[src/rtl/fp_to_int_final_if.sv]
// Start/ready/busy handshake bundle for the float-to-int32 converter.
interface fp_to_int_final_if;
   logic        start;
   logic [31:0] A;
   logic        ready;
   logic        busy;
   logic [31:0] Y;
   logic        invalid;
   logic        inexact;

   modport master (output start, A, input ready, busy, Y, invalid, inexact);
   modport slave  (input start, A, output ready, busy, Y, invalid, inexact);
endinterface

[src/rtl/fp_to_int_final.sv]
// IEEE-754 single to int32 converter, round-to-nearest-even, saturating.
// The significand is aligned one bit per clock, so latency tracks the exponent.
module fp_to_int_final (
   input logic             clk,
   input logic             rst_n,
   fp_to_int_final_if.slave bus
);
   typedef enum logic [1:0] {IDLE, CHECK, SHIFT, ROUND} state_t;

   state_t      state;
   logic [31:0] a_q;
   logic [31:0] mag;
   logic        guard;
   logic        sticky;
   logic        left;
   logic [4:0]  n;

   logic        sgn;
   logic [7:0]  ex;
   logic [22:0] frac;
   logic [31:0] sat_y;
   logic [31:0] mag_rnd;
   logic [7:0]  shamt;

   assign sgn   = a_q[31];
   assign ex    = a_q[30:23];
   assign frac  = a_q[22:0];
   assign sat_y = sgn ? 32'h8000_0000 : 32'h7FFF_FFFF;
   // Unbiased exponent minus 23 is ex-150; its magnitude is the shift count.
   assign shamt   = (ex >= 8'd150) ? (ex - 8'd150) : (8'd150 - ex);
   assign mag_rnd = mag + {31'd0, guard & (sticky | mag[0])};

   always_ff @(posedge clk) begin
      if (!rst_n) begin
         state       <= IDLE;
         bus.ready   <= 1'b0;
         bus.busy    <= 1'b0;
         bus.Y       <= 32'd0;
         bus.invalid <= 1'b0;
         bus.inexact <= 1'b0;
         a_q         <= 32'd0;
         mag         <= 32'd0;
         guard       <= 1'b0;
         sticky      <= 1'b0;
         left        <= 1'b0;
         n           <= 5'd0;
      end else begin
         bus.ready <= 1'b0;
         case (state)
            IDLE: begin
               if (bus.start) begin
                  a_q      <= bus.A;
                  bus.busy <= 1'b1;
                  state    <= CHECK;
               end
            end
            CHECK: begin
               if (ex == 8'hFF && frac != 23'd0) begin
                  bus.Y       <= 32'h7FFF_FFFF;
                  bus.invalid <= 1'b1;
                  bus.inexact <= 1'b0;
                  bus.ready   <= 1'b1;
                  bus.busy    <= 1'b0;
                  state       <= IDLE;
               end else if (ex == 8'hFF || (ex >= 8'd158 && a_q != 32'hCF00_0000)) begin
                  bus.Y       <= sat_y;
                  bus.invalid <= 1'b1;
                  bus.inexact <= 1'b0;
                  bus.ready   <= 1'b1;
                  bus.busy    <= 1'b0;
                  state       <= IDLE;
               end else if (a_q == 32'hCF00_0000) begin
                  bus.Y       <= 32'h8000_0000;
                  bus.invalid <= 1'b0;
                  bus.inexact <= 1'b0;
                  bus.ready   <= 1'b1;
                  bus.busy    <= 1'b0;
                  state       <= IDLE;
               end else if (ex < 8'd126) begin
                  bus.Y       <= 32'd0;
                  bus.invalid <= 1'b0;
                  bus.inexact <= |a_q[30:0];
                  bus.ready   <= 1'b1;
                  bus.busy    <= 1'b0;
                  state       <= IDLE;
               end else begin
                  mag    <= {8'd0, 1'b1, frac};
                  guard  <= 1'b0;
                  sticky <= 1'b0;
                  left   <= (ex > 8'd150);
                  n      <= shamt[4:0];
                  state  <= (shamt == 8'd0) ? ROUND : SHIFT;
               end
            end
            SHIFT: begin
               if (left) begin
                  mag <= mag << 1;
               end else begin
                  sticky <= sticky | guard;
                  guard  <= mag[0];
                  mag    <= mag >> 1;
               end
               n <= n - 5'd1;
               if (n == 5'd1) state <= ROUND;
            end
            ROUND: begin
               // mag_rnd stays below 2^31 for every exponent reaching here.
               bus.Y       <= sgn ? (32'd0 - mag_rnd) : mag_rnd;
               bus.invalid <= 1'b0;
               bus.inexact <= guard | sticky;
               bus.ready   <= 1'b1;
               bus.busy    <= 1'b0;
               state       <= IDLE;
            end
            default: state <= IDLE;
         endcase
      end
   end
endmodule

[src/flat_wrapper.sv]
// flat-port wrapper written by rule: the top's interface ports become plain ports
module fp_to_int_final_flat 
  (clk, rst_n, bus_start, bus_A, bus_ready, bus_busy, bus_Y, bus_invalid, bus_inexact);
  fp_to_int_final_if bus_i ();
  input logic clk;
  input logic rst_n;
  input wire logic [$bits(bus_i.start)-1:0] bus_start;
  input wire logic [$bits(bus_i.A)-1:0] bus_A;
  output wire logic [$bits(bus_i.ready)-1:0] bus_ready;
  output wire logic [$bits(bus_i.busy)-1:0] bus_busy;
  output wire logic [$bits(bus_i.Y)-1:0] bus_Y;
  output wire logic [$bits(bus_i.invalid)-1:0] bus_invalid;
  output wire logic [$bits(bus_i.inexact)-1:0] bus_inexact;
  assign bus_i.start = bus_start;
  assign bus_i.A = bus_A;
  assign bus_ready = bus_i.ready;
  assign bus_busy = bus_i.busy;
  assign bus_Y = bus_i.Y;
  assign bus_invalid = bus_i.invalid;
  assign bus_inexact = bus_i.inexact;
  fp_to_int_final u_core (.clk(clk), .rst_n(rst_n), .bus(bus_i));
endmodule
[config.mk]
export PLATFORM = sky130hd
export DESIGN_NAME = fp_to_int_final_flat
export DESIGN_NICKNAME = d
export VERILOG_FILES = /design/src/rtl/fp_to_int_final_if.sv /design/src/rtl/fp_to_int_final.sv /design/src/flat_wrapper.sv
export SDC_FILE = /design/constraint.sdc
export NUM_CORES = 1
export LEC_CHECK = 0
export CORE_ASPECT_RATIO = 0.75
export CORE_MARGIN = 5
export CORE_UTILIZATION = 28
export CTS_CLUSTER_DIAMETER = 30
export CTS_CLUSTER_SIZE = 24
export DETAILED_ROUTE_END_ITERATION = 8
export HOLD_SLACK_MARGIN = 0.05
export MAX_ROUTING_LAYER = met4
export SETUP_SLACK_MARGIN = 0.5
export SYNTH_ARGS = -nofsm -noshare
export SYNTH_HDL_FRONTEND = slang
export SYNTH_SLANG_ARGS = --single-unit
[constraint.sdc]
create_clock -name clk -period 4 [get_ports clk]
set_clock_uncertainty 0.2 [all_clocks]
set_input_delay 0.6 -clock clk [delete_from_list [all_inputs] [get_ports clk]]
set_output_delay 0.6 -clock clk [all_outputs]
set_load 0.05 [all_outputs]
# Word level (Yosys, flattened, before mapping)
# Index checks and enable logic that the tools add are counted.
# totals
wordCells	114
out_inout_bits	36
inputBits	35
regBits	110
# classes
eq_ne	15
reduce_logical	17
muxes	54
bitwise	7
n_lt_le_gt_ge	4
n_addsub	5
# op_table
op	n
$mux 32	11
$pmux 32 s2	2
$add 32x1->32	1
$eq 32x32->1 const B	1
$ne 32x32->1 const B	1
$sub 1x32->32 const A	1
$reduce_or 31->1	1
$reduce_bool 23->1	1
$mux 1	22
$mux 5	4
$ge 8x8->1 const B	2
$mux 2	6
$ne 2x2->1 const B	6
$pmux 1 s2	5
$pmux 5 s2	1
$reduce_and 5->1	2
$eq 8x8->1 const B	1
$gt 8x8->1 const B	1
$logic_not 8->1	1
$lt 8x7->1 const B	1
$mux 8	1
$pmux 2 s4	1
$sub 8x8->8 const A	1
$sub 8x8->8 const B	1
18 further kinds	27

# Logic depth before layout (Yosys ltp)
# Gate-level depths: netlist of run 1.
# depth
depth_word	9
mapped_depth	15
mapped_depth_nobuf	14

# Least setup slack after synthesis of run 1
# OpenSTA, ideal clock, no wires.
# synth_path
path_type	reg-to-reg
start	reg u_core.mag[0]
end	reg u_core.bus.Y[30]
path_slack_ns	0.462
arrival_time_ns	3.211
required_time_ns	3.673
n_path_buf	1
path_stages_with_launch	14
period_less_slack_ns	3.538
setup_time_ns	0.127
path_cell_list	dfxtp_1 nor2_1 nor2_1 ha_1 ha_1 buf_2 nand3_1 nor3_1 or4b_2 xor2_1 nand3_1 nor3_1 nor4_1 or3_1
# synth_via
elab_chain_len	6
# synth_rtl
item	line_no	text
start: declaration	fp_to_int_final.sv:12	logic [31:0] mag;
start signal: assignment	fp_to_int_final.sv:87	mag <= {8'd0, 1'b1, frac};
start signal: assignment	fp_to_int_final.sv:97	mag <= mag << 1;
start signal: assignment	fp_to_int_final.sv:101	mag <= mag >> 1;
$or 1x1->1	fp_to_int_final.sv:31	assign mag_rnd = mag + {31'd0, guard & (sticky | mag[0])};
$and 1x1->1	fp_to_int_final.sv:31	
$add 32x1->32 (*)	fp_to_int_final.sv:31	
$sub 1x32->32	fp_to_int_final.sv:108	bus.Y <= sgn ? (32'd0 - mag_rnd) : mag_rnd;
$mux 32 (*)	fp_to_int_final.sv:108	
$pmux 32 s2 (*)	fp_to_int_final.sv:49	case (state)
end signal: assignment	fp_to_int_final.sv:66	bus.Y <= sat_y;
end signal: assignment	fp_to_int_final.sv:108	
end: declaration	fp_to_int_final_if.sv:12	modport slave (input start, A, output ready, busy, Y, invalid, inexact);
# Every way passes the cells marked *; elsewhere a longest branch is shown, timed or not.
# A chain may end at the register's enable or synchronous reset.

# Worst setup path in the final report of run 1
# layout_path
start	reg u_core.mag[0]
end	reg u_core.bus.Y[31]
# Same word-level chain as after synthesis.

==> metrics.csv, run 1 <==
stage,metric,value,unit
placement,Final GP Congestion,0.928,
drt,via density per instance,5.30,
sta,RSZ-0062 raised after global routing,false,
setup_path,Worst Setup End Kind,flip-flop,
setup_path,reg2reg path depth,11,
drt,post-detailed-route count of antenna-violating nets,0,
setup_path,worst path cell trace,nor2_1 > nor2_2 > ha_4 > ha_4 > xor2_1 > or4_4 > or4_4 > nand4bb_4 > o41ai_4 > xnor2_1 > o21bai_1,
synth,Area contributors post-synth,"sky130_fd_sc_hd__dfxtp_1 (31%), sky130_fd_sc_hd__nand2_1 (8.9%), sky130_fd_sc_hd__a21oi_1 (8.0%)",
setup_path,"CP delay by family, top",simple AND/OR/NAND/NOR gates,
hold_path,worst min path class,flip-flop to flip-flop,
sta,final number of max-transition violations,0,
drt,number of vias in the routed layout,7119,
synth,share of Yosys cell area claimed by the top area cell type,30.7,%
setup_path,critical path depth in cells,11,
power,net switching power,1.05,mW
sta,Fin Setup TNS,0,ps
synth,yosys synthesis warning count,0,
synth,post-synthesis area per instance,7.40,um^2
clock_tree,Clock H-tree levels,3,
placement,number of buffers added on ports,70,
power,P_int,1.97,mW
power,combinational group share of total power,25.6,%
hold_path,count of cells along the worst hold path,2,
setup_path,highest net fanout along the worst path,7,
synth,commonest register cell after synthesis,sky130_fd_sc_hd__dfxtp_1,
floorplan,total die area,28900,um^2
drt,Residual DRC,0,
setup_path,flop2flop setup slack,620,ps
drt,first-iteration detailed-routing DRC count,553,
setup_path,crit path launch type,flip-flop,
setup_path,crit path kind,flip-flop to flip-flop,
finish,fraction of layout cells with a size suffix above 1,9.35,%
synth,post-synthesis sequential element count,110,
grt,overflow left after global routing,0,
power,sequential share of power,41.5,%
clock_tree,TritonCTS clock tree,done,
synth,sequential-to-total area share from yosys stat,30.7,%
finish,nets,1050,
floorplan,row cnt,50,
placement,dpl ws,134,ps
sta,top achievable clock speed,296,MHz
setup_path,max incr delay on CP,580,ps
synth,number of enable-type register cells in the synthesized netlist,0,
sta,relative max-transition margin,28.3,%
synth,Netlist Area Pre-Place,7170,um^2
clock_tree,clock slew seen by the registers of the worst setup and hold paths,80,ps
setup_path,cell with the largest stage delay on the worst path,sky130_fd_sc_hd__or4_4,
outcome,status,"finished, final reports clean",
sta,slack of the critical path,624,ps
grt,pin count of the biggest net entering global routing,81,
finish,synth-to-layout area growth,21.4,%
floorplan,Starting Density,28.6,%
synth,Synth cell types,74,
sta,transition time of the tightest slew-check pin,1070,ps
floorplan,die height,149,um
power,LEAKAGE,2.92,nW
synth,Post-Synthesis Net Count,1019,
clock_tree,CTS sink count,110,
grt,number of global-route vias before repair,6512,
placement,estimated wirelength of the detail-placed design,16400,um
sta,Final Setup Violations,0,
drt,aggregate routed wire length,22400,um
clock_tree,cts hold-fix bufs,0,
run,max-cap violation count,0,
power,switching portion of total power,34.7,%
grt,antenna violations before repair,1,
sta,final period utilization,84.4,%
sta,final hold vios,0,
synth,top-count cell post-synth,sky130_fd_sc_hd__nand2_1,
synth,Synth async-reset ratio,0,%
power,total power density per cell area,347,nW/um^2
synth,most frequent cells after synthesis,"sky130_fd_sc_hd__nand2_1 (170), sky130_fd_sc_hd__a21oi_1 (115), sky130_fd_sc_hd__dfxtp_1 (110)",
drt,first-pass detailed-route iteration total,5,
clock_tree,root buffer cell,sky130_fd_sc_hd__clkbuf_16,
drt,Routed wire per std cell,16.7,um
floorplan,area inside the core boundary,25100,um^2
synth,cell type with the largest total area after synthesis,sky130_fd_sc_hd__dfxtp_1,
floorplan,top-level port count,71,
floorplan,Chip Width,195,um
grt,aggregate global-route resource usage,15.4,%
clock_tree,CTS max path bufs,2,
grt,wire length of the first global-routing pass,35900,um
power,clock network fraction of design power,32.9,%
power,maximum vdd drop,0.000175,V
setup_path,"Data arrival, critical path",3440,ps
clock_tree,clock buffer count from CTS,9,
setup_path,critical path buffer and inverter count,0,
sta,minimum clock period,3380,ps
synth,Cells after Synth,969,
clock_tree,clock latency of the later-clocked register in the worst-skew pair,370,ps
setup_path,worst path required time,4070,ps
==> repair_timing <==
action,in CTS,in global routing
pin swaps,0,10
buffers inserted,0,5
hold endpoints to repair,0,0
gates cloned,0,0
resized for setup,5,19
setup endpoints to repair,18,18
==> cell usage in the layout, fill, tap and decap left out, types with 3 or more instances in the layout <==
cell type	count
sky130_fd_sc_hd__a211oi_1	9
sky130_fd_sc_hd__a21o_1	3
sky130_fd_sc_hd__a21oi_1	115
sky130_fd_sc_hd__a22oi_1	4
sky130_fd_sc_hd__a311oi_1	4
sky130_fd_sc_hd__a31oi_1	8
sky130_fd_sc_hd__and2_1	4
sky130_fd_sc_hd__and3_1	10
sky130_fd_sc_hd__and4_1	4
sky130_fd_sc_hd__buf_4	34
sky130_fd_sc_hd__clkbuf_16	9
sky130_fd_sc_hd__clkdlybuf4s50_1	70
sky130_fd_sc_hd__dfxtp_1	109
sky130_fd_sc_hd__ha_1	12
sky130_fd_sc_hd__inv_1	22
sky130_fd_sc_hd__mux2_2	7
sky130_fd_sc_hd__mux2i_1	25
sky130_fd_sc_hd__nand2_1	169
sky130_fd_sc_hd__nand2b_1	4
sky130_fd_sc_hd__nand3_1	29
sky130_fd_sc_hd__nand4_1	16
sky130_fd_sc_hd__nor2_1	49
sky130_fd_sc_hd__nor3_1	21
sky130_fd_sc_hd__nor4_1	16
sky130_fd_sc_hd__o211a_1	3
sky130_fd_sc_hd__o211ai_1	34
sky130_fd_sc_hd__o21a_1	4
sky130_fd_sc_hd__o21ai_0	52
sky130_fd_sc_hd__o22ai_1	3
sky130_fd_sc_hd__o31a_1	3
sky130_fd_sc_hd__o31ai_1	6
sky130_fd_sc_hd__or2_2	4
sky130_fd_sc_hd__or3_1	7
sky130_fd_sc_hd__or4_1	3
sky130_fd_sc_hd__xnor2_1	45
sky130_fd_sc_hd__xor2_1	13
==> cell families (layout without fill, tap and decap cells) <==
kind of cell / Yosys count / in the layout / share of synthesized area (%)
adder cells (fa/ha/maj): 15 / 15 / 2.62
buffers and inverters: 109 / 145 / 5.97
flip-flops: 110 / 110 / 30.7
other: 0 / 1 / 0
AO/OA/AOI/OAI: 279 / 279 / 24.0
multiplexers: 32 / 32 / 4.59
AND/OR/NAND/NOR: 365 / 365 / 24.9
XOR/XNOR: 59 / 59 / 7.21
==> registers in the layout, summed over array words and instances (netlist names), named ones only <==
| name | count |
|---|---|
| u_core.sticky | 1 |
| u_core.bus.ready | 1 |
| u_core.bus.Y | 32 |
| u_core.a_q | 32 |
| u_core.bus.busy | 1 |
| u_core.bus.inexact | 1 |
| u_core.state | 1 |
| u_core.left | 1 |
| u_core.guard | 1 |
| u_core.bus.invalid | 1 |
| u_core.n | 5 |
| u_core.mag | 32 |
==> per-layer routing <==
layer | wire, um | vias to the layer above | track usage, %
met1 | 11200 | 3409 | 21.9
met4 | 190 | 0 | 2.83
met3 | 1350 | 15 | 3.56
met2 | 9720 | 175 | 22.6
li1 | - | 3520 | -
met5 | 0 | - | -
==> worst paths after layout <==
| kind | to | from |
|---|---|---|
| hold / removal | u_core.a_q[14] | u_core.a_q[14] |
| hold reg to reg | u_core.a_q[14] | u_core.a_q[14] |
| setup / recovery | u_core.bus.Y[31] | u_core.mag[0] |
| setup reg to reg | u_core.bus.Y[31] | u_core.mag[0] |
==> power groups by stage <==
stage / registers (mW) / logic, mW / clock network (mW)
after floorplan: 1.36 / 0.401 / 0
after global placement: 1.28 / 0.739 / 0
after detailed placement: 1.28 / 0.743 / 0
after CTS: 1.25 / 0.747 / 1.02
after global routing: 1.26 / 0.841 / 1.06
final: 1.25 / 0.773 / 0.994
==> metrics by stage <==
stage	util, %	total power, mW	instance area, um^2	hold slack, ps	cells
floorplan	-	1.76	7170	249	969
global placement	32.7	2.02	8200	267	1322
detailed placement	32.7	2.02	8200	273	1322
CTS	34.1	3.02	8560	285	1338
global route	34.7	3.17	8700	320	1344
finish	34.7	3.02	8700	284	1344
==> worst register-to-register path: stages, from the launching register on <==
cell and delay (ps):
sky130_fd_sc_hd__dfxtp_2 360, sky130_fd_sc_hd__nor2_1 130, sky130_fd_sc_hd__nor2_2 60, sky130_fd_sc_hd__ha_4 180, sky130_fd_sc_hd__ha_4 200, sky130_fd_sc_hd__xor2_1 190
sky130_fd_sc_hd__or4_4 530, sky130_fd_sc_hd__or4_4 590, sky130_fd_sc_hd__nand4bb_4 280, sky130_fd_sc_hd__o41ai_4 330, sky130_fd_sc_hd__xnor2_1 150, sky130_fd_sc_hd__o21bai_1 80
==> cell type report <==
type | instances | area, um^2
clock buffer | 9 | 225
clock inverter | 7 | 100
timing repair buffer | 105 | 976
sequential | 110 | 2200
antenna | 1 | 2.50
inverter | 24 | 90.1
tap | 338 | 423
fill | 2630 | 16400
multi-input combinational | 750 | 4680
(Power assumes the default switching activity.)
==> run 2: changes to the inputs <==
==> constraint.sdc (replaced) <==
create_clock -name clk -period 2.9 [get_ports clk]
set_clock_uncertainty 0.2 [all_clocks]
set_input_delay 0.435 -clock clk [delete_from_list [all_inputs] [get_ports clk]]
set_output_delay 0.435 -clock clk [all_outputs]
set_load 0.05 [all_outputs]
==> metrics.csv, run 2 (same netlist as run 1, synthesis figures left out) <==
stage,metric,value,unit
setup_path,cell with the largest stage delay on the worst path,sky130_fd_sc_hd__or4_4,
placement,Final GP Congestion,0.931,
clock_tree,root buffer cell,sky130_fd_sc_hd__clkbuf_16,
clock_tree,clock latency of the later-clocked register in the worst-skew pair,360,ps
floorplan,total die area,28900,um^2
power,total power,4.43,mW
grt,number of global-route vias before repair,7231,
setup_path,worst path cell trace,nor2_4 > nor2_4 > ha_4 > ha_4 > xor2_2 > or4_4 > or4_4 > nand4bb_4 > o41ai_4 > xnor2_1 > o21bai_1,
finish,Ant. Diodes,0,
drt,aggregate routed wire length,24100,um
setup_path,crit path kind,flip-flop to flip-flop,
drt,via density per instance,5.18,
floorplan,Chip Width,195,um
clock_tree,TritonCTS clock tree,done,
finish,biggest registers after layout,"u_core.a_q (32), u_core.bus.Y (32), u_core.mag (32)",
placement,dpl ws,-425,ps
finish,layout filler cell count,2502,
grt,antenna violations before repair,0,
grt,overflow left after global routing,0,
drt,Routed wire per std cell,16.3,um
finish,nets,1182,
sta,RSZ-0062 raised after global routing,true,
power,net switching power,1.50,mW
setup_path,max incr delay on CP,600,ps
power,combinational group share of total power,32.2,%
power,maximum vdd drop,0.000291,V
clock_tree,cts hold-fix bufs,0,
sta,transition time of the tightest slew-check pin,664,ps
power,sequential share of power,38.4,%
sta,slack of the critical path,-434,ps
sta,final hold vios,0,
finish,synth-to-layout area growth,43.3,%
setup_path,Worst Setup End Kind,flip-flop,
setup_path,worst path required time,2960,ps
floorplan,die height,149,um
drt,Residual DRC,0,
finish,final cell count without fillers,1474,
finish,"most common cell after layout, fill and taps aside",sky130_fd_sc_hd__nand2_1,
placement,number of buffers added on ports,70,
floorplan,row cnt,50,
finish,fraction of layout cells with a size suffix above 1,26.4,%
power,P_int,2.93,mW
floorplan,top-level port count,71,
power,total power density per cell area,431,nW/um^2
outcome,status,"complete, but fails checks",
sta,final number of max-transition violations,0,
finish,most frequent cells in the layout,"sky130_fd_sc_hd__nand2_1 (165), sky130_fd_sc_hd__buf_4 (146), sky130_fd_sc_hd__a21oi_1 (109)",
setup_path,"Data arrival, critical path",3390,ps
sta,top achievable clock speed,300,MHz
setup_path,crit path launch type,flip-flop,
grt,aggregate global-route resource usage,16.5,%
sta,final period utilization,115,%
hold_path,worst min path class,flip-flop to flip-flop,
drt,first-pass detailed-route iteration total,6,
drt,number of vias in the routed layout,7633,
power,clock network fraction of design power,29.4,%
grt,wire length of the first global-routing pass,38300,um
placement,number of placed instances with taps included,1436,
floorplan,area inside the core boundary,25100,um^2
clock_tree,clock slew seen by the registers of the worst setup and hold paths,80,ps
floorplan,Starting Density,28.6,%
clock_tree,CTS max path bufs,2,
sta,Final Setup Violations,25,
placement,estimated wirelength of the detail-placed design,17700,um
grt,pin count of the biggest net entering global routing,58,
setup_path,"CP delay by family, top",simple AND/OR/NAND/NOR gates,
sta,minimum clock period,3330,ps
drt,first-iteration detailed-routing DRC count,589,
power,LEAKAGE,3.72,nW
clock_tree,CTS sink count,110,
drt,post-detailed-route count of antenna-violating nets,0,
setup_path,highest net fanout along the worst path,6,
power,switching portion of total power,33.9,%
setup_path,critical path buffer and inverter count,0,
outcome,violations in the final reports,negative setup slack,
clock_tree,clock buffer count from CTS,9,
sta,Fin Hold WS,256,ps
sta,relative max-transition margin,55.7,%
clock_tree,Clock H-tree levels,3,
run,max-cap violation count,0,
==> run 2: cell count changes in the layout (fill, tap and decap cells not counted), sizes merged <==
cell	before	now
buf	35	167
diode	1	0
clkbuf	9	11
clkinvlp	2	1
inv	26	24
==> run 2: final timing paths <==
check                                        start                 end  slack [ps]  depth (start not counted)
worst max-delay path                 u_core.sticky    u_core.bus.Y[31]        -430                         11
worst min-delay path            u_core.bus.invalid  u_core.bus.invalid         260                          2
worst max register to register       u_core.sticky    u_core.bus.Y[31]        -430                         11
worst min register to register  u_core.bus.invalid  u_core.bus.invalid         260                          2
==> run 2: per-layer routing <==
metal  part of all wire (%)  vias up  global-route usage (%)
li1                       -     3792                       -
met4                    1.1        0                    3.49
met2                     47      163                    26.1
met5                      0        -                       -
met1                     48     3663                    22.6
met3                    4.4       15                    2.63
==> run 2: area by class of cell <==
type,count,area (um^2),area share [%]
Clock buffer,11,243,2.36
Timing Repair Buffer,237,2070,20.2
Sequential cell,110,2220,21.6
Inverter,24,90.1,0.877
Tap cell,338,423,4.12
Multi-Input combinational cell,750,5170,50.4
Clock inverter,4,55.1,0.536
==> run 2: worst reg2reg max path: stages, from the launching register on <==
cell and delay (ps):
sky130_fd_sc_hd__dfxtp_2 340, sky130_fd_sc_hd__nor2_4 120, sky130_fd_sc_hd__nor2_4 40, sky130_fd_sc_hd__ha_4 170, sky130_fd_sc_hd__ha_4 190, sky130_fd_sc_hd__xor2_2 150
sky130_fd_sc_hd__or4_4 490, sky130_fd_sc_hd__or4_4 600, sky130_fd_sc_hd__nand4bb_4 310, sky130_fd_sc_hd__o41ai_4 380, sky130_fd_sc_hd__xnor2_1 150, sky130_fd_sc_hd__o21bai_1 90
==> run 2: timing repair <==
item	in CTS	in global routing
pin swaps	49	32
setup buffers	11	12
endpoints found under the setup margin	66	60
resized for setup	54	54
==> run 2: stage by stage <==
step,area (um^2),utilization (%),setup TNS [ps]
global placement,9290,37.0,-4320
CTS,9940,39.6,-5190
finish,10300,40.9,-5870
detailed placement,9290,37.0,-5120
global route,10300,40.9,-9070
floorplan,7410,-,-2050
==> run 2: power by group through the flow <==
stage	logic [mW]	registers, mW	clock network, mW
floorplan	0.595	1.88	0
global placement	1.21	1.73	0
detailed placement	1.22	1.73	0
CTS	1.32	1.70	1.34
global route	1.53	1.72	1.38
finish	1.43	1.70	1.30
==> run 3: changes to the inputs <==
--- a/config.mk
+++ b/config.mk
@@ -9,7 +9,6 @@
 export CORE_MARGIN = 5
 export CORE_UTILIZATION = 28
 export CTS_CLUSTER_DIAMETER = 30
-export CTS_CLUSTER_SIZE = 24
 export DETAILED_ROUTE_END_ITERATION = 8
 export HOLD_SLACK_MARGIN = 0.05
 export MAX_ROUTING_LAYER = met4
==> results of run 3 <==
No change in the layout: final DEF, timing and power equal those of run 2.
